**config.mk**
```make
export PLATFORM = sky130hd
export DESIGN_NAME = p4_normalizer
export DESIGN_NICKNAME = d
export VERILOG_FILES = /design/src/rtl/p4_normalizer.sv
export SDC_FILE = /design/constraint.sdc
export NUM_CORES = 1
export LEC_CHECK = 0
export BUFFER_PORTS_ARGS = -buffer_cell sky130_fd_sc_hd__buf_4
export CORE_UTILIZATION = 53
export CTS_CLUSTER_DIAMETER = 40
export DETAILED_ROUTE_END_ITERATION = 12
export GPL_TIMING_DRIVEN = 0
export PLACE_DENSITY = 0.88
export SETUP_SLACK_MARGIN = 0.3
export SYNTH_ARGS = -nofsm -noshare
export SYNTH_HDL_FRONTEND = slang
export SYNTH_SLANG_ARGS = --single-unit
```
**constraint.sdc**
```tcl
create_clock -name clk -period 2.37 [get_ports clk]
set_input_delay 0.711 -clock clk [delete_from_list [all_inputs] [get_ports clk]]
set_output_delay 0.711 -clock clk [all_outputs]
set_load 0.1 [all_outputs]
```
**src/rtl/p4_normalizer.sv**
```systemverilog
// Multi-cycle left-normalizer: shifts an operand left one bit per clock until it is
// left-justified (unsigned) or sign-justified (signed), reporting the shift count.
module p4_normalizer #(
  parameter int WIDTH = 16,
  parameter int CW    = 4
) (
  input  logic             clk,
  input  logic             reset,
  input  logic             start,
  input  logic             mode,
  input  logic [WIDTH-1:0] in,
  output logic             busy,
  output logic             done,
  output logic [WIDTH-1:0] out,
  output logic [CW-1:0]    count,
  output logic             zero,
  output logic [1:0]       state_dbg
);

  // Handshake: start/mode/in are sampled only in IDLE; busy is high from the cycle
  // after acceptance through the DONE cycle; done is a one-cycle pulse with out/count/zero valid.
  typedef enum logic [1:0] {
    S_IDLE  = 2'd0,
    S_SHIFT = 2'd1,
    S_DONE  = 2'd2
  } state_t;

  state_t           state_q, state_d;
  logic [WIDTH-1:0] wv_q, wv_d;
  logic [CW-1:0]    wc_q, wc_d;
  logic             mode_q, mode_d;
  logic [WIDTH-1:0] out_q, out_d;
  logic [CW-1:0]    count_q, count_d;
  logic             zero_q, zero_d;

  logic [WIDTH-1:0] wv_shl;
  logic [CW-1:0]    wc_inc;
  logic             in_norm;
  logic             shl_norm;

  function automatic logic is_norm(input logic [WIDTH-1:0] v, input logic m);
    is_norm = m ? (v[WIDTH-1] != v[WIDTH-2]) : v[WIDTH-1];
  endfunction

  assign wv_shl   = {wv_q[WIDTH-2:0], 1'b0};
  assign wc_inc   = wc_q + 1'b1;
  assign in_norm  = is_norm(in, mode);
  assign shl_norm = is_norm(wv_shl, mode_q);

  always_comb begin
    state_d = state_q;
    wv_d    = wv_q;
    wc_d    = wc_q;
    mode_d  = mode_q;
    out_d   = out_q;
    count_d = count_q;
    zero_d  = zero_q;
    unique case (state_q)
      S_IDLE: begin
        if (start) begin
          wv_d   = in;
          wc_d   = '0;
          mode_d = mode;
          if ((in == '0) || in_norm) begin
            // Already justified (or zero): the result is published on the accepting edge.
            state_d = S_DONE;
            out_d   = in;
            count_d = '0;
            zero_d  = (in == '0);
          end else begin
            state_d = S_SHIFT;
          end
        end
      end
      S_SHIFT: begin
        wv_d = wv_shl;
        wc_d = wc_inc;
        if (shl_norm || (wc_inc == CW'(WIDTH-1))) begin
          state_d = S_DONE;
          out_d   = wv_shl;
          count_d = wc_inc;
          zero_d  = 1'b0;
        end
      end
      S_DONE: begin
        state_d = S_IDLE;
      end
      default: begin
        state_d = S_IDLE;
      end
    endcase
  end

  always_ff @(posedge clk) begin
    if (reset) begin
      state_q <= S_IDLE;
      wv_q    <= '0;
      wc_q    <= '0;
      mode_q  <= 1'b0;
      out_q   <= '0;
      count_q <= '0;
      zero_q  <= 1'b0;
    end else begin
      state_q <= state_d;
      wv_q    <= wv_d;
      wc_q    <= wc_d;
      mode_q  <= mode_d;
      out_q   <= out_d;
      count_q <= count_d;
      zero_q  <= zero_d;
    end
  end

  assign busy      = (state_q != S_IDLE);
  assign done      = (state_q == S_DONE);
  assign out       = out_q;
  assign count     = count_q;
  assign zero      = zero_q;
  assign state_dbg = 2'(state_q);

endmodule

```
==> impl_metrics.py <==
metrics = {
    "floorplanning": {
        "start_util": 0.573,
        "coreArea_sq_mm": 0.00347,
        "die_height_um": 63.2,
        "pin_count": 45,
        "dieArea_sq_mm": 0.00400,
        "placementRows": 21,
        "die_w_um": 63.2,
    },
    "logic_synthesis": {
        "yosys.area_share.adder": 0.0189,
        "synth_top_area_share": 0.433,
        "syn_nets": 235,
        "async_flop_share": 0,
        "synthCells": 212,
        "synth_warnings": 0,
        "syn_area_sq_mm": 0.00199,
        "synth.most_common_cell": "dfxtp_1",
        "synth-seq-cells": 43,
        "synth_top_family_by_area": "compound AO/OA/AOI/OAI gates",
        "muxShareOfSynthArea": 0.106,
        "synth_flop_cell": "dfxtp_1",
        "synth-compound-area-share": 0.220,
        "yosys-top-cells-count": "dfxtp_1, a211oi_1, nor2_1",
        "synth-xor-area-share": 0.00441,
        "syn_area_per_cell_sq_um": 9.38,
        "synth_cell_types": 40,
        "synth_edf_count": 0,
        "yosys.area_share.simple": 0.164,
        "synth_area_leaders": "dfxtp_1, a211oi_1, mux2i_1, nor2_1, a31oi_1",
        "ys_seq_area_frac": 0.433,
        "yosys.area.top_type": "dfxtp_1",
    },
    "cells_and_area": {
        "fin_util": 0.762,
        "drive_gt1_frac": 0.325,
        "nFillCells": 241,
        "final_cells": 320,
        "nets": 296,
        "syn_to_final_growth_pct": 33.0,
        "n_antenna_cell": 0,
    },
    "placement": {
        "gp_congestion": 0.882,
        "dp_hpwl_um": 3510,
        "placed_cells": 302,
        "port_buffers": 44,
    },
    "timing": {
        "worst_pin_slew_ps": 535,
        "fmax_ghz": 0.466,
        "rsz0062_at_grt": "false",
        "relSlewSlack": 0.643,
        "finClkSkew_ps": 7.35,
        "setup_violations": 0,
        "hold_viol_final": 0,
        "finalMaxSlewViolations": 0,
        "fin_crit_sh": 0.905,
        "fin_crit_ps": 2150,
    },
    "global_routing": {
        "antenna_found_initial": 0,
        "grt_max_degree": 13,
        "grt_pass1_wl_um": 8310,
        "grt_overflow": 0,
        "grt_usage": 0.270,
        "grt_pass1_vias": 1791,
    },
    "worst_setup_path": {
        "cp.buffers_inverters": 2,
        "worstRegToRegCells": 7,
        "cp-end-kind": "flop",
        "path_max_fanout": 5,
        "reg2reg_slack_ps": 410,
        "cp_data_required_time_ps": 2570,
        "path_cells": "buf_4 -> nor4_1 -> nand4_1 -> o2111ai_4 -> and3_4 -> buf_8 -> mux2_4",
        "cp-start-kind": "input port",
        "critical_path.max_stage_delay_ps": 360,
        "critical_path.slowest_cell": "nor4_1",
        "crit_family": "simple AND/OR/NAND/NOR gates",
        "worstPathArrival_ps": 2340,
        "reg2reg_to": "count[3]",
        "critPathKind": "in2reg",
        "reg2reg_from": "wc_q[0]",
    },
    "hold_path": {
        "hold_end": "count[2]",
        "hold_path_depth": 2,
        "min-delay-path-class": "reg2reg",
        "min_from": "count[2]",
    },
    "clock_tree": {
        "clock_path_buffers": 2,
        "cts_tree": "built",
        "cts_max_level": 2,
        "clock_sinks": 43,
        "cts_made_buffers": 5,
        "clock_latency_ps": 310,
        "cts_root_buf": "clkbuf_8",
        "clk_pin_slew_ps": 80,
        "hold_buffers": 0,
    },
    "detailed_routing": {
        "post_drt_wl_per_cell_um": 16.8,
        "routed_wl_um": 5370,
        "drc_errors": 0,
        "detail-route-antenna-nets": 0,
        "dr.pass1.iters": 4,
        "num_vias": 1907,
        "drt-initial-drc-count": 140,
        "via_per_inst": 5.96,
    },
    "power_and_ir_drop": {
        "peakVddDrop_v": 0.000573,
        "leakage_nw": 1.17,
        "cellPowerDensity_mw_per_mm2": 933,
    },
    "run_status": {
        "status": "completed",
    },
    "job": {
        "max_cap_viol_count": 0,
    },
}
worst min-delay path, stage by stage (launching register included):
cell and delay, ps:
dfxtp_1 320, nand2b_1 60, mux2i_1 60
routing by layer:
metal,GRT usage,up-vias,part of all wire
met3,0.0670,13,0.070
li1,-,904,-
met2,0.445,80,0.50
met5,0,-,0
met1,0.330,910,0.41
met4,0.122,0,0.020
cell type report:
class | count | area [sq um] | area share
Tap cell | 46 | 57.6 | 0.0218
Clock buffer | 7 | 76.3 | 0.0289
Buffer | 17 | 97.6 | 0.0369
Sequential cell | 43 | 866 | 0.327
Inverter | 5 | 41.3 | 0.0156
Timing Repair Buffer | 54 | 433 | 0.164
Clock inverter | 1 | 5.00 | 0.00189
Multi-Input combinational cell | 147 | 1070 | 0.404
sequential cells by signal, summed over array words and instances, names as in the netlist:
name / count
mode_q: 1
wv_q: 15
out: 16
wc_q: 4
state_dbg: 2
zero: 1
count: 4
cell families (layout without fill, tap and decap cells):
kind of cell / Yosys count / after routing
DFF: 43 / 43
AOI/OAI and AO/OA: 60 / 60
adders and majority gates: 3 / 3
and+or+nand+nor: 63 / 63
xor gates and xnor gates: 1 / 1
muxes: 20 / 20
buffers and inverters: 22 / 84
power by group:
part	switching, W	internal (W)
logic	0.000779	0.000344
registers	0.0000655	0.000823
clock network	0.000249	0.000207
total	0.00109	0.00137
how the worst max path moves through the flow:
stage / start / to / slack, ps / cells past startpoint
6_report: in[6] / count[3] / 220 / 7
4_1_cts: state_dbg[1] / busy / 310 / 4
2_1_floorplan: in[15] / count[3] / 260 / 8
5_1_grt: in[6] / zero / 170 / 7
3_3_place_gp: in[15] / count[3] / -100 / 9
3_5_place_dp: in[15] / zero / -100 / 9
repair_timing:
item	CTS	global route
pin swaps	3	3
endpoints found under the setup margin	7	18
gates resized for setup	2	8
setup buffers	8	2
per-stage QoR:
stage	total power, W	TNS (ps)	worst slack, ps	instance area (sq um)	hold WS [ps]
floorplan	0.00171	0	258	2050	477
global placement	0.00192	-238	-102	2430	466
detailed placement	0.00193	-324	-101	2430	480
CTS	0.00242	0	307	2600	491
global route	0.00257	0	167	2640	531
finish	0.00247	0	224	2640	485
placed cells by master (no fill, tap or decap), drive strengths merged:
| master | netlist | final |
|---|---|---|
| buf | 12 | 64 |
| dfxtp | 43 | 43 |
| a211oi | 30 | 30 |
| nor2 | 30 | 30 |
| mux2i | 17 | 17 |
| a31oi | 15 | 15 |
| clkbuf | 5 | 14 |
| a21oi | 7 | 7 |
| nor2b | 7 | 7 |
| nand2 | 5 | 5 |
| nor3 | 5 | 5 |
| nand2b | 4 | 4 |
| inv | 5 | 4 |
| mux2 | 3 | 3 |
| ha | 3 | 3 |
| nand3 | 2 | 2 |
| nor4 | 2 | 2 |
| o21ai | 2 | 2 |
| and3 | 2 | 2 |
| nor4b | 2 | 2 |
| clkinvlp | 0 | 1 |
| a21o | 1 | 1 |
| o211ai | 1 | 1 |
| nand4 | 1 | 1 |
| o2111ai | 1 | 1 |
| a311oi | 1 | 1 |
| a31o | 1 | 1 |
| xnor2 | 1 | 1 |
| nand3b | 1 | 1 |
| a22oi | 1 | 1 |
| or2 | 1 | 1 |
| and2 | 1 | 1 |
| clkinv | 0 | 1 |
(Power assumes the default switching activity.)
